--- config.mk ---
export PLATFORM = sky130hd
export DESIGN_NAME = line_tap_buffer
export DESIGN_NICKNAME = d
export VERILOG_FILES = /design/src/rtl/line_tap_buffer_pkg.sv /design/src/rtl/line_tap_buffer_line_ram.sv /design/src/rtl/line_tap_buffer.sv
export SDC_FILE = /design/constraint.sdc
export NUM_CORES = 2
export LEC_CHECK = 0
export BUFFER_PORTS_ARGS = -buffer_cell sky130_fd_sc_hd__buf_2
export CORE_MARGIN = 3
export CORE_UTILIZATION = 68
export CTS_CLUSTER_DIAMETER = 30
export CTS_CLUSTER_SIZE = 28
export DETAILED_ROUTE_END_ITERATION = 8
export PLACE_DENSITY_LB_ADDON = 0.12
export SYNTH_ARGS = -nofsm -noshare
export SYNTH_HDL_FRONTEND = slang
export SYNTH_SLANG_ARGS = --single-unit
--- constraint.sdc ---
create_clock -name clk -period 16.75 [get_ports clk]
set_input_delay 0.8375 -clock clk [delete_from_list [all_inputs] [get_ports clk]]
set_output_delay 0.8375 -clock clk [all_outputs]
set_load 0.005 [all_outputs]
--- src/rtl/line_tap_buffer_pkg.sv ---
// Shared types and width helpers for the line tap buffer.
// Latency: n/a (types and constant functions only).
// Backpressure: n/a.
package ltb_pkg;

  typedef enum logic {
    LTB_FILL = 1'b0,
    LTB_RUN  = 1'b1
  } ltb_state_t;

  // Bits needed to hold 0..n-1, never less than 1 so n=1/2 still yields a legal vector.
  function automatic int ltb_clog2_min1(input int n);
    int r;
    r = 0;
    for (int i = 0; i < 31; i++) begin
      if ((1 << i) < n) r = i + 1;
    end
    return (r < 1) ? 1 : r;
  endfunction

endpackage

--- src/rtl/line_tap_buffer_line_ram.sv ---
// One image row of storage, indexed by column.
// Latency: read returns the stored word in the access cycle; write lands on the clock edge.
// Backpressure: none; the caller only asserts we on accepted samples.
module line_ram #(
  parameter int DATA_W   = 8,
  parameter int LINE_LEN = 256,
  parameter int ADDR_W   = 8
) (
  input  logic              clk,
  input  logic              we,
  input  logic [ADDR_W-1:0] addr,
  input  logic [DATA_W-1:0] wdata,
  output logic [DATA_W-1:0] rdata
);

  logic [DATA_W-1:0] mem_q [LINE_LEN];

  // Read sees the word as it was before this cycle's write (read-before-write).
  assign rdata = mem_q[addr];

  // Write the new word at the current column; contents are never cleared.
  always_ff @(posedge clk) begin
    if (we) mem_q[addr] <= wdata;
  end

endmodule

--- src/rtl/line_tap_buffer.sv ---
// Multi-row delay buffer: current pixel plus NUM_TAPS pixels from rows above, same column.
// Latency: 1 cycle from accepted sample to out_valid/out_cur/out_taps.
// Backpressure: in_valid low stalls everything (outputs hold, out_valid drops); no ready.
// Optional top-border zero padding is enabled with `define LINE_TAP_ZERO_FILL_EN.
module line_tap_buffer
  import ltb_pkg::*;
#(
  parameter int DATA_W   = 8,
  parameter int LINE_LEN = 256,
  parameter int NUM_TAPS = 2,
  localparam int ADDR_W  = ltb_clog2_min1(LINE_LEN)
) (
  input  logic                         clk,
  input  logic                         rst,
  input  logic                         flush,
  input  logic                         in_valid,
  input  logic [DATA_W-1:0]            in_data,
  output logic                         out_valid,
  output logic [DATA_W-1:0]            out_cur,
  output logic [NUM_TAPS*DATA_W-1:0]   out_taps,
  output logic                         primed
);

  localparam int ROWS_W = ltb_clog2_min1(NUM_TAPS + 1);
  localparam logic [ADDR_W-1:0] COL_LAST  = ADDR_W'(LINE_LEN - 1);
  localparam logic [ROWS_W-1:0] ROWS_FULL = ROWS_W'(NUM_TAPS);
  localparam logic [ROWS_W-1:0] ROWS_LAST = ROWS_W'(NUM_TAPS - 1);

  ltb_state_t                state_q, state_d;
  logic [ADDR_W-1:0]         col_q, col_d;
  logic [ROWS_W-1:0]         rows_q, rows_d;
  logic                      vld_q, vld_d;
  logic [DATA_W-1:0]         cur_q, cur_d;
  logic [NUM_TAPS*DATA_W-1:0] taps_q, taps_d;

  logic accept;
  logic wrap;
  logic [DATA_W-1:0] rd_word  [NUM_TAPS];
  logic [DATA_W-1:0] tap_word [NUM_TAPS];
  logic [DATA_W-1:0] wr_word  [NUM_TAPS];

  assign accept = in_valid & ~flush;
  assign wrap   = accept && (col_q == COL_LAST);

  // Chain of row memories: row k shifts its old word into row k+1 at the same column.
  for (genvar k = 0; k < NUM_TAPS; k++) begin : g_line
`ifdef LINE_TAP_ZERO_FILL_EN
    // Rows not yet written since reset/flush read as zero (top-border padding).
    assign tap_word[k] = (rows_q > ROWS_W'(k)) ? rd_word[k] : '0;
`else
    assign tap_word[k] = rd_word[k];
`endif
    if (k == 0) begin : g_head
      assign wr_word[k] = in_data;
    end else begin : g_chain
      assign wr_word[k] = tap_word[k-1];
    end

    line_ram #(
      .DATA_W  (DATA_W),
      .LINE_LEN(LINE_LEN),
      .ADDR_W  (ADDR_W)
    ) u_line (
      .clk  (clk),
      .we   (accept),
      .addr (col_q),
      .wdata(wr_word[k]),
      .rdata(rd_word[k])
    );
  end

  // Next-state for column/row counters, FILL->RUN transition and output registers.
  always_comb begin
    col_d   = col_q;
    rows_d  = rows_q;
    state_d = state_q;
    vld_d   = 1'b0;
    cur_d   = cur_q;
    taps_d  = taps_q;
    if (flush) begin
      col_d   = '0;
      rows_d  = '0;
      state_d = LTB_FILL;
      cur_d   = '0;
      taps_d  = '0;
    end else if (in_valid) begin
      col_d = wrap ? '0 : col_q + ADDR_W'(1);
      if (wrap && (rows_q != ROWS_FULL)) rows_d = rows_q + ROWS_W'(1);
      case (state_q)
        LTB_FILL: if (wrap && (rows_q == ROWS_LAST)) state_d = LTB_RUN;
        LTB_RUN:  state_d = LTB_RUN;
        default:  state_d = LTB_FILL;
      endcase
`ifdef LINE_TAP_ZERO_FILL_EN
      vld_d = 1'b1;
`else
      vld_d = (state_q == LTB_RUN);
`endif
      cur_d = in_data;
      for (int k = 0; k < NUM_TAPS; k++) begin
        taps_d[k*DATA_W +: DATA_W] = tap_word[k];
      end
    end
  end

  // State and output registers; async reset returns everything to the empty buffer.
  always_ff @(posedge clk or posedge rst) begin
    if (rst) begin
      state_q <= LTB_FILL;
      col_q   <= '0;
      rows_q  <= '0;
      vld_q   <= 1'b0;
      cur_q   <= '0;
      taps_q  <= '0;
    end else begin
      state_q <= state_d;
      col_q   <= col_d;
      rows_q  <= rows_d;
      vld_q   <= vld_d;
      cur_q   <= cur_d;
      taps_q  <= taps_d;
    end
  end

  assign out_valid = vld_q;
  assign out_cur   = cur_q;
  assign out_taps  = taps_q;
  assign primed    = (state_q == LTB_RUN);

endmodule

==> report_table.html <==
<table>
<tr><th>Metric</th><th>Value</th></tr>
<tr><th colspan="2">Logic synthesis</th></tr>
<tr><td>Number of distinct library cell variants in the gate-level netlist after synthesis</td><td>55</td></tr>
<tr><td>Area of the mapped netlist</td><td>0.1586 mm2</td></tr>
<tr><td>Post-synthesis net count</td><td>7469</td></tr>
<tr><td>Yosys warning total</td><td>0</td></tr>
<tr><td>Average cell area after synthesis</td><td>21.28 um2</td></tr>
<tr><td>Leading register cell type out of synthesis</td><td>sky130_fd_sc_hd__edfxtp_1</td></tr>
<tr><td>Share of synthesized flip-flops with an asynchronous set or reset</td><td>0.8712%</td></tr>
<tr><td>Number of enable-type register cells in the synthesized netlist</td><td>4096</td></tr>
<tr><td>Number of synthesized register bits</td><td>4132</td></tr>
<tr><td>Share of the yosys chip area belonging to registers</td><td>78.14%</td></tr>
<tr><td>Post-Synthesis Cells</td><td>7451</td></tr>
<tr><th colspan="2">Drt</th></tr>
<tr><td>Via count</td><td>84869</td></tr>
<tr><td>Total wirelength of the detailed-routed design</td><td>444.8 mm</td></tr>
<tr><td>Drt first pass iters</td><td>6</td></tr>
<tr><td>Number of nets with antenna violations after routing</td><td>0</td></tr>
<tr><td>Residual DRC count</td><td>0</td></tr>
<tr><td>Vias per std cell</td><td>7.301</td></tr>
<tr><td>Wire per inst</td><td>38.26 um</td></tr>
<tr><td>Drt first-iter violations</td><td>13890</td></tr>
<tr><th colspan="2">Setup path</th></tr>
<tr><td>Required time of the critical path</td><td>17250 ps</td></tr>
<tr><td>Start of the worst register-to-register path</td><td>col_q[1]</td></tr>
<tr><td>Worst setup path startpoint</td><td>col_q[1]</td></tr>
<tr><td>Kind of end point of the critical path</td><td>flip-flop</td></tr>
<tr><td>Crit start category</td><td>flip-flop</td></tr>
<tr><td>Arrival time at the worst endpoint</td><td>8150 ps</td></tr>
<tr><td>Path type of the worst setup path</td><td>flip-flop to flip-flop</td></tr>
<tr><td>Maximum fanout along the worst path</td><td>108</td></tr>
<tr><th colspan="2">Timing</th></tr>
<tr><td>Unrepaired setup endpoints after global routing</td><td>no</td></tr>
<tr><td>Final critical path time including I/O delays and setup</td><td>7645 ps</td></tr>
<tr><td>Max-slew headroom</td><td>-3.524%</td></tr>
<tr><td>Total Neg Setup Slack</td><td>0 ps</td></tr>
<tr><td>Final critical-path share of the clock period</td><td>45.64%</td></tr>
<tr><td>Tightest Pin Transition</td><td>1551 ps</td></tr>
<tr><td>Final-report max-slew violation count</td><td>17</td></tr>
<tr><td>Setup-violating endpoint count in the final report</td><td>0</td></tr>
<tr><td>Final hold violation count</td><td>0</td></tr>
<tr><td>Max Clock Freq</td><td>0.1308 GHz</td></tr>
<tr><td>Post-layout worst setup margin</td><td>9105 ps</td></tr>
<tr><td>Max Clock Skew</td><td>76.36 ps</td></tr>
<tr><th colspan="2">Place</th></tr>
<tr><td>I/O Buffers</td><td>37</td></tr>
<tr><td>Detailed-placement wirelength estimate</td><td>235.2 mm</td></tr>
<tr><td>Worst Setup Slack post-DPL</td><td>9451 ps</td></tr>
<tr><td>Total placed cells including tap cells</td><td>10431</td></tr>
<tr><td>Weighted congestion reported at the end of routability-driven placement</td><td>0.8704</td></tr>
<tr><th colspan="2">Global route</th></tr>
<tr><td>Overflow left after global routing</td><td>0</td></tr>
<tr><td>Number of antenna violations at the first check in global routing</td><td>34</td></tr>
<tr><td>Global-route wire length before repair</td><td>634.6 mm</td></tr>
<tr><td>Total global routing track utilization</td><td>37.96%</td></tr>
<tr><td>Vias in the first global route</td><td>86699</td></tr>
<tr><td>Largest net degree at the start of global routing</td><td>167</td></tr>
<tr><th colspan="2">Final layout</th></tr>
<tr><td>Share of final-layout standard cells stronger than drive strength 1</td><td>27.23%</td></tr>
<tr><td>Fin util</td><td>80.33%</td></tr>
<tr><td>Nets@finish</td><td>8069</td></tr>
<tr><td>Signed area change from the synthesized netlist to the final layout</td><td>17.03%</td></tr>
<tr><td>Non-Filler Instances</td><td>11625</td></tr>
<tr><td>Highest-count cells in the layout ignoring fill and taps</td><td>sky130_fd_sc_hd__edfxtp_1, sky130_fd_sc_hd__mux4_2, sky130_fd_sc_hd__clkbuf_16</td></tr>
<tr><td>Most common library cell in the layout ignoring fill and taps</td><td>sky130_fd_sc_hd__edfxtp_1</td></tr>
<tr><th colspan="2">Hold path</th></tr>
<tr><td>Worst hold-check path type</td><td>input pin to async pin</td></tr>
<tr><th colspan="2">CTS</th></tr>
<tr><td>Post-CTS Repair Setup Buffers</td><td>0</td></tr>
<tr><td>Clk_lat worst skew</td><td>1000 ps</td></tr>
<tr><td>Level count of the clock H-tree</td><td>6</td></tr>
<tr><td>Resize count post-CTS</td><td>0</td></tr>
<tr><td>Cell chosen for the clock root</td><td>sky130_fd_sc_hd__clkbuf_16</td></tr>
<tr><td># clock sinks</td><td>4132</td></tr>
<tr><td>CTS Hold Buffers Added</td><td>0</td></tr>
<tr><td>Worst-path clk slew</td><td>50 ps</td></tr>
<tr><td>Clock tree from TritonCTS</td><td>done</td></tr>
<tr><td>Max Root-Sink Buffers</td><td>4</td></tr>
<tr><td>Number of CTS-inserted buffers</td><td>643</td></tr>
<tr><th colspan="2">Power</th></tr>
<tr><td>Leakage power of the design</td><td>57.94 nW</td></tr>
<tr><td>VDD IR-drop max</td><td>130.1 uV</td></tr>
<tr><td>Post-layout total power</td><td>25.94 mW</td></tr>
<tr><td>P per Cell Area</td><td>139.8 mW/mm2</td></tr>
<tr><th colspan="2">Die</th></tr>
<tr><td>Area of the die</td><td>0.2390 mm2</td></tr>
<tr><td>Initial Util</td><td>68.64%</td></tr>
<tr><td>Die Y</td><td>488.9 um</td></tr>
<tr><td>Top-Level Pins</td><td>38</td></tr>
<tr><td>Std cell rows</td><td>176</td></tr>
<tr><td>Width of the die</td><td>488.9 um</td></tr>
<tr><td>Core footprint</td><td>0.2310 mm2</td></tr>
<tr><th colspan="2">Status</th></tr>
<tr><td>Violations in the final reports</td><td>max-capacitance violations, max-slew violations</td></tr>
<tr><td>Run status</td><td>finished, violations left</td></tr>
<tr><th colspan="2">Flow run</th></tr>
<tr><td>Max-capacitance violation count</td><td>1</td></tr>
</table>
==> cell usage after synthesis, drive strengths merged, types with 34 or more instances <==
| master | number | area share [%] |
|---|---|---|
| edfxtp | 4096 | 78 |
| mux4 | 792 | 11 |
| mux2i | 599 | 3.8 |
| nor2 | 331 | 0.78 |
| a22oi | 288 | 1.4 |
| buf | 277 | 0.95 |
| clkbuf | 167 | 0.40 |
| nand2 | 145 | 0.34 |
| nand3 | 140 | 0.44 |
| o22ai | 77 | 0.30 |
| a21oi | 55 | 0.17 |
| o21ai | 46 | 0.15 |
| a221oi | 38 | 0.21 |
| dfrtp | 36 | 0.57 |
| nand4 | 34 | 0.13 |
==> cell type report <==
type	instances	area (um2)
fillers	10268	45450
clock buffers	714	16580
multi-input cells	2866	32790
repair buffers	399	3083
inverters	9	33.78
clock inverters	460	5314
well taps	3026	3786
diodes	19	47.55
flip-flops and latches	4132	123900
==> flip-flops by register name (all words and copies together) (netlist names) <==
signal               count
col_q                    8
primed                   1
out_cur                  8
g_line.u_line.mem_q   4096
out_valid                1
rows_q                   2
out_taps                16
==> logic make-up after synthesis <==
kind of cell | after synthesis | synth area share [%]
buffers and inverters | 453 | 1.364
XOR/XNOR | 3 | 0.01657
AO/OA/AOI/OAI | 655 | 3.004
multiplexers | 1401 | 15.10
AND/OR/NAND/NOR | 801 | 2.326
adder cells (fa/ha/maj) | 6 | 0.04735
flip-flops | 4132 | 78.14
==> worst paths after layout <==
| kind | to | slack [ps] | depth (start not counted) |
|---|---|---|---|
| min in group clk | g_line[0].u_line.mem_q[142][1] | 300 | 1 |
| max | g_line[1].u_line.mem_q[41][3] | 9110 | 10 |
| min | out_cur[4] | 80 | 3 |
| max reg2reg | g_line[1].u_line.mem_q[41][3] | 9110 | 10 |
| min reg2reg | out_cur[2] | 530 | 2 |
| max in group asynchronous | col_q[5] | 15990 | 3 |
==> stage by stage <==
stage / hold slack (ps) / instance area [um2]
global placement: 495.9 / 163600
global route: 53.57 / 185500
detailed placement: 506.4 / 163600
floorplan: 489.3 / 158600
finish: 80.24 / 185600
CTS: 11.77 / 185500
==> metal layers <==
metal	routed length [um]	GRT usage (%)	vias up
met5	136	0	-
met4	27850	20.73	20
met3	61000	11.28	1397
met2	205700	56.29	7288
met1	150100	51.80	43476
li1	-	-	32688
==> critical path: stages (launching register included) <==
cell and delay, ps:
sky130_fd_sc_hd__dfrtp_4 900, sky130_fd_sc_hd__buf_4 640, sky130_fd_sc_hd__buf_4 690, sky130_fd_sc_hd__buf_4 720
sky130_fd_sc_hd__mux4_2 430, sky130_fd_sc_hd__mux4_2 540, sky130_fd_sc_hd__a22o_1 350, sky130_fd_sc_hd__a211oi_1 1130
sky130_fd_sc_hd__o31ai_1 460, sky130_fd_sc_hd__and2_4 460, sky130_fd_sc_hd__buf_4 460
==> report_power, final <==
part           switching, mW  total (mW)  internal [mW]
Combinational          0.638       0.960          0.322
Sequential            0.0177        11.5           11.5
Clock                   4.88        13.5           8.59
Total                   5.53        25.9           20.4
No activity file was read; power rests on OpenSTA's default activity.
